--- src/rtl/time_to_count.sv ---
// Decimal mm:ss.cc entry to binary centisecond count.
// Horner shift-add evaluator with start/busy/done handshake.
module time_to_count #(
  parameter int CW      = 24,
  parameter int MAX_MIN = 99
) (
  input  logic          clk,
  input  logic          rst,
  input  logic          start,
  input  logic [6:0]    min_in,
  input  logic [5:0]    sec_in,
  input  logic [6:0]    cs_in,
  output logic [CW-1:0] count,
  output logic          busy,
  output logic          done,
  output logic          err
);

  typedef enum logic [1:0] {
    IDLE,
    MUL60,
    MUL100,
    FINISH
  } state_t;

  localparam logic [6:0] MAXM = 7'(MAX_MIN);

  state_t        state;
  state_t        state_nx;
  logic [6:0]    min_q;
  logic [5:0]    sec_q;
  logic [6:0]    cs_q;
  logic [CW-1:0] acc;
  logic [CW-1:0] m_ext;
  logic [CW-1:0] m60;
  logic [CW-1:0] a100;
  logic          in_range;

  assign in_range = (min_in <= MAXM)
                 && (sec_in <= 6'd59)
                 && (cs_in  <= 7'd99);

  // x*60 and x*100 as shift-add, no multiplier
  assign m_ext = CW'(min_q);
  assign m60   = (m_ext << 6) - (m_ext << 2);
  assign a100  = (acc << 6) + (acc << 5) + (acc << 2);

  always_ff @(posedge clk) begin
    if (rst) begin
      state <= IDLE;
    end else begin
      state <= state_nx;
    end
  end

  always_comb begin
    state_nx = state;
    unique case (state)
      IDLE: begin
        if (start && in_range) begin
          state_nx = MUL60;
        end
      end
      MUL60:  state_nx = MUL100;
      MUL100: state_nx = FINISH;
      FINISH: state_nx = IDLE;
    endcase
  end

  always_comb begin
    busy = (state != IDLE);
  end

  always_ff @(posedge clk) begin
    if (rst) begin
      min_q <= '0;
      sec_q <= '0;
      cs_q  <= '0;
      acc   <= '0;
      count <= '0;
      done  <= 1'b0;
      err   <= 1'b0;
    end else begin
      done <= 1'b0;
      err  <= 1'b0;
      unique case (state)
        IDLE: begin
          if (start) begin
            if (in_range) begin
              min_q <= min_in;
              sec_q <= sec_in;
              cs_q  <= cs_in;
            end else begin
              err <= 1'b1;
            end
          end
        end
        MUL60: begin
          acc <= m60 + CW'(sec_q);
        end
        MUL100: begin
          acc <= a100 + CW'(cs_q);
        end
        FINISH: begin
          count <= acc;
          done  <= 1'b1;
        end
      endcase
    end
  end

endmodule
--- config.mk ---
export PLATFORM = sky130hd
export DESIGN_NAME = time_to_count
export DESIGN_NICKNAME = d
export VERILOG_FILES = /design/src/rtl/time_to_count.sv
export SDC_FILE = /design/constraint.sdc
export NUM_CORES = 1
export LEC_CHECK = 0
export CORE_UTILIZATION = 43
export DETAILED_ROUTE_END_ITERATION = 8
export GPL_TIMING_DRIVEN = 0
export PLACE_DENSITY = 0.72
export SLEW_MARGIN = 20
export SYNTH_ARGS = -nofsm -noshare
export SYNTH_HDL_FRONTEND = slang
export SYNTH_SLANG_ARGS = --single-unit
--- constraint.sdc ---
create_clock -name clk -period 3 [get_ports clk]
set_input_delay 0.6 -clock clk [delete_from_list [all_inputs] [get_ports clk]]
set_output_delay 0.6 -clock clk [all_outputs]
set_load 0.05 [all_outputs]
### After elaboration in Yosys (flattened, before gate mapping)

Cells that the tools add are included.
W data, S select, Z words.

* register bits: 72
* latch bits: 0
* memory bits (writable): 0
* ROM bits: 0
* input bits: 23
* output and inout port bits: 27
* logic and storage cells: 35
* memories kept: 0

* $add $sub $neg: 5
* multipliers: 0
* div/mod/pow operators: 0
* magnitude comparators: 3
* eq/ne operators: 4
* shift operators: 0
* mux-type cells: 5
* bitwise operators: 2
* reduce and logical (&&, ||, !) cells: 8

Operators by type and width (number)
* $add A24 B24 Y24: 2
* $pmux W24 S2: 1
* $add A24 B7 Y24: 1
* $add A14 B7 Y15: 1
* $le A7 B7 Y1 const B: 2
* $sub A13 B9 Y14: 1
* $pmux W2 S4: 1
* $le A6 B6 Y1 const B: 1
* $eq A2 B2 Y1 const B: 2
* $reduce_bool A2 Y1: 2
* $logic_and A1 B1 Y1: 3
* $reduce_and A3 Y1: 1
* $reduce_or A3 Y1: 1
* $eq A2 B1 Y1 const B: 1
* $logic_not A2 Y1: 1
* $mux W1: 2
* $mux W2: 1
* $ne A2 B2 Y1 const B: 1
* $not A1 Y1: 2

### Logic depth before layout (Yosys ltp)

Gate-level depths: netlist (run 1).

* word-level depth: 6
* gate-level depth with buffers: 13

### Least setup slack after synthesis (run 1)

Ideal clock, no wire load.

* path kind: flip-flop to flip-flop
* from: reg acc[0]
* to: reg acc[22]
* data arrival time: 3.133 ns
* slack: -0.258 ns
* cell stages (with the launch flop): 13
* path through: dfxtp_1 > inv_1 > fa_1 > inv_1 > fa_1 > ha_1 > nor2b_1 > o2111ai_1 > nand3_1 > a221oi_1 > o311ai_0 > xor2_1 > o2bb2ai_1

* longest elaborated chain between the ends: 4

Ends and longest elaborated chain
* from (decl): RTL line 33 `logic [CW-1:0] acc;`
* from (signal assigned): RTL line 99 `acc <= m60 + CW'(sec_q);`
* from (signal assigned): RTL line 102 `acc <= a100 + CW'(cs_q);`
* $add A24 B24 Y24: RTL line 46 `assign a100 = (acc << 6) + (acc << 5) + (acc << 2);`
* $add A24 B24 Y24 (*): RTL line 46
* $add A24 B7 Y24 (*): RTL line 102
* $pmux W24 S2 (*): RTL line 86 `unique case (state)`

Mark *: on every way between the ends. The rest lies on a longest branch, timed or not.
A chain may end at the register's enable or synchronous reset.

### Worst setup path after layout (run 1)

* from: reg acc[0]
* to: reg acc[20]

The elaborated chain is that of the path after synthesis.

==> impl_metrics.ini, run 1 <==
[status]
status = finished with violations
violations = setup timing

[worst_setup_path]
start_kind = flop
worstPathMaxFanout = 4
cp_slowest_cell = fa_2
r2r_start = acc[0]
r2r_slack_ns = -0.17
r2r_end = acc[20]
path_class = reg2reg
setup.worst_path.end_class = flop
critPathLaunch = acc[0]
worstPathCellList = inv_2 -> fa_1 -> inv_1 -> fa_2 -> ha_4 -> nor2b_4 -> o2111ai_4 -> buf_6 -> a31oi_2 -> o41ai_2 -> xnor2_1 -> nand2_1 -> a211oi_2
max_stage_delay_ns = 0.55
reg2reg_depth = 13
crit_required_ns = 3.26
cp_data_arrival_time_ns = 3.43

[global_route]
grt_usage_pct = 21.56
gr-total-overflow = 0
grt_max_degree = 14
grt_antenna_before_repair = 0
grt_pass1_wl_um = 22000
grt_pass1_vias = 4638

[logic_synthesis]
syn-num-nets = 686
yosys_warnings = 0
synth_compound_area_share_pct = 16.74
synthDistinctLibCells = 67
synth_xor_area_share_pct = 5.378
synth_edf_count = 0
synthSimpleGateAreaFrac_pct = 13.72
yosys.area_share.adder_pct = 20.25
ys_seq_area_share_pct = 26.93
syn_avg_cell_area_um2 = 9.086
netlist_area_um2 = 5351
ys.flop_type = dfxtp_1
synthCells = 589
synth-async-reset-ratio_pct = 0
synth_top_family_by_area = adder cells
synth_mux_area_share_pct = 10.50
ys_ff_latch = 72

[clocking]
cts_num_sinks = 72
clk_pin_slew_worst_paths_ns = 0.06
cts_htree_levels = 3
clockRootBuffer = clkbuf_16
cts_max_path_buffers = 2
cts_tree = yes
clkLatencyLatePin_ns = 0.34
cts_hold_buf = 0
numCtsBuffers = 9

[route]
met1_length_um = 5900
wl_met3_um = 533
routed_wl_um = 13360
vias_per_cell = 5.400
drtIter0Drc = 214
vias = 4487
ant_nets = 0
wl_per_cell_um = 16.08
drc = 0
wl_met2_um = 6655
dr.pass1.iters = 5
topRoutingLayerUsed = met4

[finish]
nets = 756
diodes = 0
drive_gt1_share_pct = 16.59
syn_to_final_growth_pct = 26.49
final_core_util_pct = 56.12

[die]
io_pins = 50
rows = 40
die_w_um = 113.6
core-area_um2 = 12060
initial_utilization_pct = 44.37
die_area_um2 = 12890
chipHeight_um = 113.6

[sta]
hold_violations = 0
rsz0062_at_grt = true
setup_ws_ns = -0.1698
post-route-min-period_ns = 3.170
tightestPinTransition_ns = 0.7323
fin_crit_sh_pct = 105.7
slew_viol_final = 0
timing.hold.ws_ns = 0.4944
skew_ns = 0.005037
setup_viol_count_final = 9
slew_headroom_pct = 51.18
fmax_mhz = 315.5

[hold_path]
min_from = count[10]
hold_class = reg2reg
hold_depth = 2
whs_endpoint = count[10]

[run]
max_cap_viol_count = 0

[placed_design]
dp_hpwl_um = 10030
gp_congestion = 0.8799
numPortBuffers = 48

[power_and_ir_drop]
p_leak_nw = 2.907
ir_worst_vdd_uv = 493.6
p_per_area_nw_per_um2 = 1050
==> layer usage <==
metal,vias up,track usage [%]
li1,2204,-
met2,106,39.23
met1,2151,25.76
met5,-,0
met3,26,3.826
met4,0,6.491
==> report_power, final <==
part           switching [mW]  internal (mW)  total, mW
Combinational            2.56           2.00       4.55
Clock                   0.436          0.729       1.16
Sequential              0.228           1.16       1.39
Total                    3.22           3.89       7.11
==> area by class of cell <==
type                    instances  area [um2]
plain buffers                  26       121.4
clock buffers                   9       225.2
clock inverters                 6       92.59
fillers                      1053        5293
inverters                      55       209.0
multi-input cells             431        3826
flip-flops and latches         72        1476
well taps                     168       210.2
repair buffers                 64       608.1
==> synth_stat cells, types with 9 or more instances <==
master    instances  area (um2)
a211oi_1         12       90.09
ha_1             53       663.1
o211ai_1         10       75.07
fa_1             21       420.4
nand2_1          23       86.33
a21o_1            9       67.56
o21ai_0          21       105.1
clkbuf_1         22       82.58
mux2i_1          55       550.5
dfxtp_1          72        1441
a21oi_1          22       110.1
inv_1            55       206.5
nor2_1           70       262.8
xnor2_1          23       201.4
nor3_1            9       45.04
==> placed cells by master (no fill, tap or decap), types with 3 or more instances in the layout <==
cell,instances
a211oi_1,10
a211oi_2,4
a21o_1,9
a21oi_1,17
a21oi_2,5
and3_1,5
buf_1,5
buf_4,14
buf_6,5
clkbuf_1,17
clkbuf_16,9
clkdlybuf4s50_1,48
dfxtp_1,56
dfxtp_2,10
dfxtp_4,6
fa_1,19
ha_1,43
ha_4,9
inv_1,47
inv_2,7
mux2i_1,55
nand2_1,23
nand2b_1,7
nand3_1,4
nand4_1,4
nor2_1,70
nor2b_1,5
nor3_1,9
nor3b_1,3
o211ai_1,10
o21a_1,3
o21ai_0,16
o21ai_1,6
o311ai_0,3
xnor2_1,23
xor2_1,8
==> through the flow <==
stage,worst slack [ns],instances,TNS [ns],instance area [um2],power [mW]
global route,-0.3053,831,-2.445,6769,7.611
global placement,-0.4978,805,-2.882,6090,5.215
CTS,-0.2065,825,-1.052,6690,6.972
finish,-0.1698,831,-1.187,6769,7.109
floorplan,0.006937,589,0,5399,4.400
detailed placement,-0.4934,805,-3.234,6090,5.332
==> worst max path at each step <==
stage / end / slack (ns) / depth (start not counted)
finish: acc[20] / -0.17 / 13
CTS: acc[14] / -0.21 / 12
global placement: acc[20] / -0.50 / 13
detailed placement: acc[21] / -0.49 / 13
global route: acc[14] / -0.31 / 12
floorplan: acc[21] / 0.007 / 12
==> worst max-delay path: cells and delay by family, from the launching register on <==
kind / cells / cell delay, ns
and+or+nand+nor: 2 / 0.24
adders and majority gates: 3 / 1.27
xor gates and xnor gates: 1 / 0.19
buffers and inverters: 3 / 0.24
DFF: 1 / 0.35
AOI/OAI and AO/OA: 4 / 0.81
==> flip-flops by register name, summed over array words and instances, names as in the netlist <==
signal / count
acc: 24
count: 24
cs_q: 7
done: 1
err: 1
min_q: 7
sec_q: 6
state: 2
==> kinds of logic (layout without fill, tap and decap cells) <==
kind of cell    count (synthesis)  in the layout
fa+ha+maj                      74             74
mux                            56             56
compound gates                121            121
buf+inv                        86            160
xor+xnor                       32             32
simple gates                  148            148
flops                          72             72
==> timing repair <==
action / in CTS / in global routing
setup buffers: 9 / 7
pin swaps: 24 / 19
setup endpoints to repair: 12 / 13
endpoints found under the hold margin: 0 / 0
gates cloned: 0 / 0
resized for setup: 60 / 14
Power figures use the tool's default switching activity.
==> run 2, diff against run 1 <==
CAP_MARGIN = 20   (was unset)
==> results of run 2 <==
No change in the layout: final DEF, timing and power equal those of run 1.
==> run 3, diff against run 2 <==
CORE_MARGIN = 2   (was unset)
PLACE_DENSITY = 0.7   (was 0.72)
clock period = 4 ns   (was 3 ns; I/O delays follow)
==> impl_metrics.ini, run 3 (same netlist as run 1, synthesis figures left out) <==
[clocking]
cts_max_path_buffers = 2
clk_pin_slew_worst_paths_ns = 0.06
clkLatencyLatePin_ns = 0.35
numCtsBuffers = 9
post_cts_buffers = 0
cts_hold_buf = 0
cts_htree_levels = 3
cts_tree = yes
cts_num_sinks = 72
clockRootBuffer = clkbuf_16
cts_resized = 0

[worst_setup_path]
path_class = reg2reg
cp_slowest_cell = fa_1
worst-path-buf-inv = 3
critPathLaunch = acc[4]
max_stage_delay_ns = 0.55
crit_required_ns = 4.27
worstPathCellList = inv_1 -> fa_1 -> inv_1 -> ha_1 -> ha_1 -> clkbuf_1 -> a211oi_1 -> o211ai_1 -> a21o_1 -> a221oi_1 -> xnor2_1 -> nand2_1 -> a211oi_2
worstPathMaxFanout = 7
cp_top_family = compound AO/OA/AOI/OAI gates
r2r_start = acc[4]
setup.worst_path.end_class = flop
start_kind = flop
cp_data_arrival_time_ns = 3.96

[route]
routed_wl_um = 12570
wl_per_cell_um = 15.31
drtIter0Drc = 193
vias_per_cell = 5.368
ant_nets = 0
drc = 0
vias = 4407
dr.pass1.iters = 4

[status]
status = finished, final reports clean

[finish]
nets = 745
syn_to_final_growth_pct = 18.59
nFillCells = 1139
final_common_cell = dfxtp_1
fin_cells = 821
multi_input_area_um2 = 3563
diodes = 0
regArea_um2 = 1441
reg_top3 = acc (24), count (24)
drive_gt1_share_pct = 5.972
most-common-layout-cells = 72 x dfxtp_1, 70 x nor2_1, 55 x inv_1, 55 x mux2i_1, 53 x ha_1

[die]
core-area_um2 = 12060
io_pins = 50
initial_utilization_pct = 44.37
die_w_um = 115.6
rows = 40
die_area_um2 = 13350
chipHeight_um = 115.6

[sta]
setup_ws_ns = 0.3094
slew_headroom_pct = 52.14
timing.hold.ws_ns = 0.4914
rsz0062_at_grt = false
tightestPinTransition_ns = 0.7178
hold_violations = 0
skew_ns = 0.007040
fin_crit_sh_pct = 92.26
fmax_mhz = 271.0
setup_viol_count_final = 0
slew_viol_final = 0
tns_ns = 0
post-route-min-period_ns = 3.691

[placed_design]
gp_congestion = 0.8665
dp_hpwl_um = 9969
dp_cells = 805
numPortBuffers = 48
dp_slack_ns = 0.3186

[hold_path]
hold_class = reg2reg
min_from = count[17]

[global_route]
grt_pass1_vias = 4336
grt_antenna_before_repair = 0
gr-total-overflow = 0
grt_pass1_wl_um = 21110
grt_usage_pct = 20.29
grt_max_degree = 15

[power_and_ir_drop]
p_leak_nw = 2.796
p_per_area_nw_per_um2 = 746.6
ir_worst_vdd_uv = 384.7
totalPowerFinal_mw = 4.738

[run]
max_cap_viol_count = 0
==> run 3: where the power goes <==
group / total [mW] / switching, mW / internal, mW
clock: 0.834 / 0.344 / 0.490
sequential: 1.03 / 0.174 / 0.854
combinational: 2.88 / 1.71 / 1.17
total: 4.74 / 2.23 / 2.51
==> run 3: final cells by class <==
| type | instances | share of cell area, % |
|---|---|---|
| multi-input cells | 431 | 56.15 |
| flip-flops and latches | 72 | 22.71 |
| repair buffers | 48 | 7.571 |
| clock buffers | 9 | 3.549 |
| well taps | 168 | 3.312 |
| inverters | 55 | 3.253 |
| plain buffers | 31 | 2.208 |
| clock inverters | 7 | 1.242 |
==> run 3: per-stage QoR <==
step,cell area (um2),util (%)
2_1_floorplan,5351,-
3_3_place_gp,6042,50.09
3_5_place_dp,6042,50.09
4_1_cts,6346,52.61
5_1_grt,6346,52.61
6_report,6346,52.61
==> run 3: path summary, 6_finish.rpt <==
| kind | slack [ns] | endpoint | depth (start not counted) |
|---|---|---|---|
| min reg2reg | 0.49 | count[17] | 2 |
| max | 0.31 | acc[23] | 13 |
| min | 0.49 | count[17] | 2 |
| max reg2reg | 0.31 | acc[23] | 13 |
==> run 3: worst register-to-register path, cell delays in order (launching register included) <==
cell and delay [ns]:
dfxtp_1 0.44, inv_1 0.13, fa_1 0.55, inv_1 0.04, ha_1 0.29, ha_1 0.29
clkbuf_1 0.18, a211oi_1 0.40, o211ai_1 0.20, a21o_1 0.23, a221oi_1 0.39, xnor2_1 0.16
nand2_1 0.08, a211oi_2 0.22
==> run 3: layer usage <==
layer,GRT usage (%),vias up,share of wire [%]
li1,-,2179,-
met4,4.498,0,1.1
met3,5.230,12,4.2
met2,34.81,81,49
met1,25.70,2135,46
met5,0,-,0
